File: config.mk
export PLATFORM = sky130hd
export DESIGN_NAME = reg_dump_uart_tx
export DESIGN_NICKNAME = d
export VERILOG_FILES = /design/src/rtl/reg_dump_uart_tx_pkg.sv /design/src/rtl/reg_dump_uart_tx_uart_tx_byte.sv /design/src/rtl/reg_dump_uart_tx.sv
export SDC_FILE = /design/constraint.sdc
export NUM_CORES = 1
export LEC_CHECK = 0
export ABC_CLOCK_PERIOD_IN_PS = 3440
export CORE_ASPECT_RATIO = 1.1
export CORE_MARGIN = 2
export CORE_UTILIZATION = 40
export CTS_CLUSTER_DIAMETER = 150
export CTS_CLUSTER_SIZE = 30
export DETAILED_ROUTE_END_ITERATION = 8
export MAX_ROUTING_LAYER = met4
export PLACE_DENSITY = 0.68
export SYNTH_ARGS = -nofsm -noshare
export SYNTH_HDL_FRONTEND = slang
export SYNTH_SLANG_ARGS = --single-unit
File: constraint.sdc
create_clock -name clk -period 3.44 [get_ports clk]
set_input_delay 0.688 -clock clk [delete_from_list [all_inputs] [get_ports clk]]
set_output_delay 0.688 -clock clk [all_outputs]
set_load 0.05 [all_outputs]
File: src/rtl/reg_dump_uart_tx_pkg.sv
// Shared definitions for the register-dump UART transmitter: frame geometry,
// FSM encoding and the byte-lane selector used when serializing a word.
package reg_dump_uart_tx_pkg;

  localparam logic [7:0] SYNC_BYTE_DEFAULT = 8'hA5;
  localparam int         FRAME_BYTES       = 69;
  localparam int         NUM_DUMP_WORDS    = 17;
  localparam logic [4:0] LAST_WORD_IDX     = 5'd16;
  localparam logic [2:0] BYTES_PER_WORD    = 3'd4;

  typedef enum logic [2:0] {
    ST_IDLE   = 3'd0,
    ST_SYNC   = 3'd1,
    ST_SELECT = 3'd2,
    ST_LOAD   = 3'd3,
    ST_SEND   = 3'd4,
    ST_DONE   = 3'd5
  } dump_state_e;

  function automatic logic [7:0] word_byte(input logic [31:0] word, input logic [1:0] lane);
    logic [7:0] b;
    case (lane)
      2'd0:    b = word[7:0];
      2'd1:    b = word[15:8];
      2'd2:    b = word[23:16];
      2'd3:    b = word[31:24];
      default: b = 8'h00;
    endcase
    return b;
  endfunction

endpackage

File: src/rtl/reg_dump_uart_tx_uart_tx_byte.sv
// 8N1 byte serializer. The final stop-bit cycle is spent in TX_IDLE with
// byte_ready high, so a byte offered then follows with no gap.
module uart_tx_byte #(
  parameter int CLKS_PER_BIT = 868
) (
  input  logic       clk,
  input  logic       rst_n,
  input  logic       byte_valid,
  input  logic [7:0] byte_data,
  output logic       byte_ready,
  output logic       tx
);

  localparam int BW = (CLKS_PER_BIT > 2) ? $clog2(CLKS_PER_BIT) : 1;
  localparam logic [BW-1:0] BAUD_LAST = BW'(CLKS_PER_BIT - 1);
  localparam logic [BW-1:0] STOP_LAST = BW'(CLKS_PER_BIT - 2);

  typedef enum logic [1:0] {
    TX_IDLE  = 2'd0,
    TX_START = 2'd1,
    TX_DATA  = 2'd2,
    TX_STOP  = 2'd3
  } tx_state_e;

  tx_state_e     state_q, state_d;
  logic [BW-1:0] baud_q, baud_d;
  logic [2:0]    bit_q, bit_d;
  logic [7:0]    shift_q, shift_d;
  logic          tx_q, tx_d;

  assign byte_ready = (state_q == TX_IDLE);
  assign tx         = tx_q;

  // Next-state logic for the bit sequencer.
  always_comb begin
    state_d = state_q;
    baud_d  = baud_q;
    bit_d   = bit_q;
    shift_d = shift_q;
    tx_d    = tx_q;
    case (state_q)
      TX_IDLE: begin
        baud_d = '0;
        bit_d  = 3'd0;
        if (byte_valid) begin
          shift_d = byte_data;
          tx_d    = 1'b0;
          state_d = TX_START;
        end else begin
          tx_d    = 1'b1;
        end
      end
      TX_START: begin
        if (baud_q == BAUD_LAST) begin
          baud_d  = '0;
          tx_d    = shift_q[0];
          shift_d = {1'b0, shift_q[7:1]};
          state_d = TX_DATA;
        end else begin
          baud_d  = baud_q + 1'b1;
        end
      end
      TX_DATA: begin
        if (baud_q == BAUD_LAST) begin
          baud_d = '0;
          if (bit_q == 3'd7) begin
            tx_d    = 1'b1;
            state_d = TX_STOP;
          end else begin
            tx_d    = shift_q[0];
            shift_d = {1'b0, shift_q[7:1]};
            bit_d   = bit_q + 3'd1;
          end
        end else begin
          baud_d = baud_q + 1'b1;
        end
      end
      TX_STOP: begin
        // The last stop cycle is the TX_IDLE cycle that follows.
        if (baud_q == STOP_LAST) begin
          baud_d  = '0;
          state_d = TX_IDLE;
        end else begin
          baud_d  = baud_q + 1'b1;
        end
      end
      default: begin
        state_d = TX_IDLE;
        tx_d    = 1'b1;
      end
    endcase
  end

  // Serializer state registers.
  always_ff @(posedge clk or negedge rst_n) begin
    if (!rst_n) begin
      state_q <= TX_IDLE;
      baud_q  <= '0;
      bit_q   <= 3'd0;
      shift_q <= 8'h00;
      tx_q    <= 1'b1;
    end else begin
      state_q <= state_d;
      baud_q  <= baud_d;
      bit_q   <= bit_d;
      shift_q <= shift_d;
      tx_q    <= tx_d;
    end
  end

endmodule

File: src/rtl/reg_dump_uart_tx.sv
// Debug-port dumper: on start, sends SYNC_BYTE then R0..R15 and fetchPC as
// little-endian 32-bit words over UART, sampling each word in its own LOAD cycle.
module reg_dump_uart_tx
  import reg_dump_uart_tx_pkg::*;
#(
  parameter int         WIDTH        = 32,
  parameter int         CLKS_PER_BIT = 868,
  parameter logic [7:0] SYNC_BYTE    = SYNC_BYTE_DEFAULT
) (
  input  logic             clk,
  input  logic             reset,
  input  logic             start,
  output logic [3:0]       debug_reg_sel,
  input  logic [WIDTH-1:0] debug_reg_out,
  input  logic [WIDTH-1:0] fetchPC,
  output logic             tx,
  output logic             busy,
  output logic             done
);

  dump_state_e      state_q, state_d;
  logic [4:0]       idx_q, idx_d;
  logic [2:0]       cnt_q, cnt_d;
  logic [WIDTH-1:0] word_q, word_d;
  logic [3:0]       sel_q, sel_d;
  logic             busy_q, busy_d;
  logic             done_q, done_d;
  logic             byte_valid_s, byte_ready_s;
  logic [7:0]       byte_data_s;
  logic [WIDTH-1:0] load_word_s;

  assign debug_reg_sel = sel_q;
  assign busy          = busy_q;
  assign done          = done_q;

  // Frame sequencing, word capture and byte selection.
  always_comb begin
    state_d      = state_q;
    idx_d        = idx_q;
    cnt_d        = cnt_q;
    word_d       = word_q;
    sel_d        = sel_q;
    busy_d       = busy_q;
    done_d       = 1'b0;
    byte_valid_s = 1'b0;
    byte_data_s  = 8'h00;
    load_word_s  = (idx_q == LAST_WORD_IDX) ? fetchPC : debug_reg_out;
    case (state_q)
      ST_IDLE: begin
        sel_d = 4'd0;
        if (start && byte_ready_s) begin
          byte_valid_s = 1'b1;
          byte_data_s  = SYNC_BYTE;
          busy_d       = 1'b1;
          state_d      = ST_SYNC;
        end else begin
          busy_d       = 1'b0;
        end
      end
      ST_SYNC: begin
        if (byte_ready_s) begin
          idx_d   = 5'd0;
          state_d = ST_SELECT;
        end else begin
          state_d = ST_SYNC;
        end
      end
      ST_SELECT: begin
        sel_d   = idx_q[3:0];
        state_d = ST_LOAD;
      end
      ST_LOAD: begin
        // Byte 0 leaves straight from the capture mux to keep the word gap at two cycles.
        word_d       = load_word_s;
        byte_valid_s = 1'b1;
        byte_data_s  = word_byte(load_word_s, 2'd0);
        cnt_d        = 3'd1;
        state_d      = ST_SEND;
      end
      ST_SEND: begin
        if (byte_ready_s) begin
          if (cnt_q < BYTES_PER_WORD) begin
            byte_valid_s = 1'b1;
            byte_data_s  = word_byte(word_q, cnt_q[1:0]);
            cnt_d        = cnt_q + 3'd1;
          end else if (idx_q == LAST_WORD_IDX) begin
            done_d  = 1'b1;
            busy_d  = 1'b0;
            sel_d   = 4'd0;
            state_d = ST_DONE;
          end else begin
            idx_d   = idx_q + 5'd1;
            state_d = ST_SELECT;
          end
        end else begin
          state_d = ST_SEND;
        end
      end
      ST_DONE: begin
        state_d = ST_IDLE;
      end
      default: begin
        state_d = ST_IDLE;
        busy_d  = 1'b0;
        sel_d   = 4'd0;
      end
    endcase
  end

  // FSM and registered outputs.
  always_ff @(posedge clk or negedge reset) begin
    if (!reset) begin
      state_q <= ST_IDLE;
      idx_q   <= 5'd0;
      cnt_q   <= 3'd0;
      word_q  <= '0;
      sel_q   <= 4'd0;
      busy_q  <= 1'b0;
      done_q  <= 1'b0;
    end else begin
      state_q <= state_d;
      idx_q   <= idx_d;
      cnt_q   <= cnt_d;
      word_q  <= word_d;
      sel_q   <= sel_d;
      busy_q  <= busy_d;
      done_q  <= done_d;
    end
  end

  uart_tx_byte #(
    .CLKS_PER_BIT (CLKS_PER_BIT)
  ) u_tx_byte (
    .clk        (clk),
    .rst_n      (reset),
    .byte_valid (byte_valid_s),
    .byte_data  (byte_data_s),
    .byte_ready (byte_ready_s),
    .tx         (tx)
  );

endmodule
### Word-level counts from Yosys, hierarchy flattened

Index checks and enable logic that the tools add are counted.

| word-level totals | value |
|---|---|
| register bits after elaboration | 73 |
| input port bits | 67 |
| output and inout port bits | 7 |
| word-level logic and storage cells | 125 |

| operators by class | value |
|---|---|
| add/sub/neg operators | 4 |
| order comparisons | 1 |
| equal/unequal tests | 29 |
| multiplexer cells | 57 |
| bitwise logic cells | 2 |
| reductions and logical operators | 20 |

Operator list:

| cell | count |
|---|---|
| two-way mux 8 bit | 6 |
| case mux 8 bit (3 select lines) | 2 |
| two-way mux 32 bit | 1 |
| case mux 8 bit (4 select lines) | 1 |
| case mux 10 bit (3 select lines) | 1 |
| two-way mux 3 bit | 8 |
| equality test 10 bit, second input constant | 2 |
| two-way mux 10 bit | 2 |
| two-way mux 5 bit | 4 |
| != test 2 bit, second input constant | 9 |
| case mux 3 bit (5 select lines) | 1 |
| AND reduction 5 bit | 3 |
| two-way mux 1 bit | 14 |
| two-way mux 2 bit | 6 |
| two-way mux 4 bit | 3 |
| case mux 3 bit (2 select lines) | 2 |
| case mux 4 bit (3 select lines) | 1 |
| adder 10 x 1 -> 10 bit, second input constant | 1 |
| case mux 5 bit (2 select lines) | 1 |
| equality test 3 bit, second input constant | 3 |
| case mux 1 bit (3 select lines) | 3 |
| AND reduction 3 bit | 3 |
| equality test 2 bit, second input constant | 4 |
| != test 2 x 1 -> 1 bit, second input constant | 4 |
| other kinds (20) | 28 |

### Longest topological paths before layout

| logic depth | value |
|---|---|
| word-level depth | 6 |
| mapped depth | 8 |
| depth with buffers taken out | 6 |

### Hierarchy

From an unflattened synthesis, not the netlist that was laid out.

| second synthesis, totals | value |
|---|---|
| cell total of the unflattened synthesis | 404 |
| area, all modules | 4269.1 um2 |

Modules (own cells, without submodules):

| module | instances | cells each | area an instance (um2) | sequential area each (um2) |
|---|---|---|---|---|
| reg_dump_uart_tx | 1 | 280 | 2879.0 | 1226.2 |
| uart_tx_byte | 1 | 124 | 1390.1 | 601.8 |

### Worst setup path after synthesis

OpenSTA, ideal clock, no wires.

| path | value |
|---|---|
| path type | flip-flop to flip-flop |
| start point | register u_tx_byte.state_q[0] |
| end point | register u_tx_byte.shift_q[7] |
| library setup time | 120 ps |
| data arrival time | 1689 ps |
| required time | 3320 ps |
| path slack | 1631 ps |
| stages on the path, launching flop included | 8 |
| path buffers | 2 |
| period minus slack after synthesis | 1809 ps |
| path through | dfrtp_1 inv_1 ha_1 clkbuf_1 a21oi_1 and3_1 buf_2 a31o_1 |

| between the ends | value |
|---|---|
| cells in the longest elaborated chain, start to end | 6 |
| elaborated cells between the ends (all ways) | 17 |
| those cells by class | eq/ne: 6; mux: 7; reduce/logical: 4 |

RTL lines:

| what | RTL line | RTL |
|---|---|---|
| start: declaration | reg_dump_uart_tx_uart_tx_byte.sv:25 | `tx_state_e state_q, state_d;` |
| start signal: assignment | reg_dump_uart_tx_uart_tx_byte.sv:103 | `state_q <= state_d;` |
| logical NOT 2 bit | reg_dump_uart_tx_uart_tx_byte.sv:31, reg_dump_uart_tx_uart_tx_byte.sv:41 |  |
| logical AND 1 bit | reg_dump_uart_tx.sv:51 | `if (start && byte_ready_s) begin` |
| two-way mux 1 bit or two-way mux 8 bit (tied branches) | reg_dump_uart_tx.sv:51 |  |
| case mux 1 bit (3 select lines) or case mux 8 bit (3 select lines) (tied branches) | reg_dump_uart_tx.sv:48 | `case (state_q)` |
| != test 2 bit (no source line) or two-way mux 8 bit (tied branches) | -- |  |
| AND reduction 5 bit (no source line) or case mux 8 bit (3 select lines) (tied branches) | -- |  |
| end signal: assignment | reg_dump_uart_tx_uart_tx_byte.sv:106 | `shift_q <= shift_d;` |
| end: declaration | reg_dump_uart_tx_uart_tx_byte.sv:28 | `logic [7:0] shift_q, shift_d;` |

Parallel ways exist; a longest one is shown, timed or not. The select of a mux whose other input is x is not followed.
A chain may end at the register's enable or synchronous reset.

### Final worst setup path

| path | value |
|---|---|
| start point | register u_tx_byte.tx_q (netlist: u_tx_byte.tx) |
| end point | output tx |

RTL lines:

| what | RTL line | RTL |
|---|---|---|
| start: declaration | reg_dump_uart_tx_uart_tx_byte.sv:29 | `logic tx_q, tx_d;` |
| start signal: assignment | reg_dump_uart_tx_uart_tx_byte.sv:107 | `tx_q <= tx_d;` |
| end: declaration | reg_dump_uart_tx.sv:16 | `output logic tx,` |

No word-level cell between the ends.

==> impl_results.md <==
- Critical path origin: u_tx_byte.tx
- Clk sink count: 73
- Synth Register Bits: 73
- Max-Cap Viols: 0
- Worst setup EP type: output pin
- # placed instances: 640
- Final Cell Area: 5289 sq um
- Horiz. Die Dim: 101.6 um
- Fin Clk Skew: 0.009001 ns
- Final Power: 1.900 mW
- Slowest stage delay, CP: 0.79 ns
- Cell Chain, Critical Path: clkdlybuf4s50_1
- Most common cell in the netlist: nand2_1
- Relative slew slack: 0.4176
- Worst path bufs/invs: 1
- Worst min-delay path class: in2async
- PwrDens: 359.3 nW/um^2
- Yosys top cell by area: dfrtp_1
- Routed vias: 3578
- CTS clock-pin slew for the worst setup and hold paths: 0.06 ns
- Ys async rst share: 1.000
- CORE AREA: 10300 sq um
- CP Data Required Time: 2.75 ns
- Largest net degree at the start of global routing: 74
- VDD IR-drop max: 0.2635 mV
- Placed inst area: 4992 sq um
- Final Max Tran Viols: 0
- Top post-synthesis cells by count: 73 x nand2_1, 72 x dfrtp_1, 48 x a31oi_1, 48 x nor2_1
- Setup repair after global routing missed its margin: false
- Area taken by multi-input logic gates: 2148 sq um
- Main area contributors after synthesis: dfrtp_1 43%, a31oi_1 7.2%, nand2_1 6.5%, ha_1 4.8%, nor2_1 4.3%
- Htree depth: 3
- Die area: 11310 sq um
- Total wire length: 10060 um
- GR Overflow Total: 0
- Area delta synth->final: 26.18%
- First-pass GRT wire length: 16960 um
- Setup TNS: 0 ns
- Cts repair resizes: 0
- Root Driver: clkbuf_16
- Hold Worst Slack: 0.3660 ns
- Share of cells above drive strength 1: 0.08382
- Vias in the first global route: 3522
- Via density: 5.454
- Critical path's top delay family: buffers and inverters
- Cell area after synthesis: 4192 sq um
- Leakage power figure: 2.181 nW
- Fill count: 947
- Fmax: 427.3 MHz
- Diodes inserted: 0
- Drt wl/cell: 15.34 um
- Setup violators final: 0
- # nets final: 591
- Post-synth top area share: 0.4299
- CTS tree: built
- Placement Rows: 39
- Total area of sequential cells: 1828 sq um
- Worst reg2reg startpoint: u_tx_byte.state_q[1]
- Clock latency at the later pin of the worst-skew pair: 0.33 ns
- Status: finished clean
- Final worst path period share: 0.6803
- Worst-path fanout max: 2
- Mapped Cells: 450
- Final Hold Viols: 0
- Clock buffer depth: 2
- Worst-Margin Slew: 0.8708 ns
- Die Ht: 111.4 um
- Fin crit period: 2.340 ns
- Non-Filler Instances: 656
- Synthesis warning total: 0
- DRT iter0 DRCs: 231
- Post-Syn Nets: 533
- Post-CTS Setup Inserts: 0
- Pre-antenna DRT Iters: 5
- Top FF cell, synth: dfrtp_1
- CTS Buf Count: 9
- Worst EP arrival: 1.65 ns
- Critical path type: reg2out
- Top Ports: 74
- Antenna violations before repair: 0
- Initial Utilization: 0.4071
- Total GRT Usage: 0.1925
- Library cells used by synthesis: 64
- Hold_buf cts: 0
- IO Port Bufs: 73
- ANT nets after route: 0
- Nature of the critical path startpoint: flop
- Sequential fraction of the synthesis area: 0.4361
- Post-DP HPWL: 7144 um
- GPL Wtd Cong: 0.8458
- Number of enable flip-flop cells after synthesis: 0
- DRC viols: 0
- Syn_area_per_cell: 9.314 sq um
- CP max-delay cell: clkdlybuf4s50_1
cells by family after synthesis:
logic type	share of synthesized area
buffers and inverters	0.05134
DFF	0.4361
AOI/OAI and AO/OA	0.1946
muxes	0.02955
and+or+nand+nor	0.2218
adders and majority gates	0.04776
xor gates and xnor gates	0.01880
routing by layer:
| metal | share of wire | track usage | vias to the layer above |
|---|---|---|---|
| met5 | 0 | - | - |
| met4 | 0.014 | 0.05495 | 0 |
| met3 | 0.054 | 0.04583 | 18 |
| met2 | 0.48 | 0.2912 | 103 |
| met1 | 0.45 | 0.2573 | 1714 |
| li1 | - | - | 1743 |
area by class of cell:
| type | count | share of cell area |
|---|---|---|
| clock buffer | 10 | 0.04329 |
| clock inverter | 6 | 0.01278 |
| inverter | 17 | 0.01207 |
| multi-input combinational | 331 | 0.4062 |
| sequential | 73 | 0.3456 |
| tap | 143 | 0.03383 |
| timing repair buffer | 76 | 0.1462 |
per-stage QoR:
step                worst slack (ns)  utilization
floorplan                      1.631            -
global placement               1.000       0.4849
detailed placement            0.9373       0.4849
CTS                            1.087       0.5137
global route                  0.8872       0.5137
finish                         1.100       0.5137
power by group:
part	total (mW)	switching (mW)	leakage (nW)	internal (mW)
logic	0.109	0.0375	1.22	0.0718
registers	0.859	0	0.824	0.859
clock network	0.932	0.368	0.139	0.564
state kept, by name, summed over array words and instances (netlist names), 2 cells and up:
name	cells
cnt_q	3
debug_reg_sel	4
idx_q	5
state_q	3
u_tx_byte.baud_q	10
u_tx_byte.bit_q	3
u_tx_byte.shift_q	8
u_tx_byte.state_q	2
word_q	32
worst paths after layout:
check | to | slack [ns] | cells after the start
max reg2reg | u_tx_byte.tx | 1.11 | 6
min | u_tx_byte.baud_q[8] | 0.37 | 2
max in group asynchronous | u_tx_byte.tx | 2.73 | 2
min in group clk | word_q[1] | 0.48 | 2
max | tx | 1.10 | 1
min reg2reg | word_q[1] | 0.48 | 2
cell usage in the layout (no fill, tap or decap), types with 4 or more instances in the layout:
cell and n:
mux2_2 6, or4_1 4, a21oi_1 15, and4_1 4, o21ai_0 8, dfrtp_1 72, ha_1 16, clkbuf_16 9
inv_1 16, and3_1 4, nor2_1 48, nand3_1 5, nand2_1 73, o22ai_1 4, a22oi_1 8, a222oi_1 8
a22o_1 6, xor2_1 4, a31oi_1 48, nor2b_1 11, clkdlybuf4s50_1 72, xnor2_1 5
(Power assumes the default switching activity.)
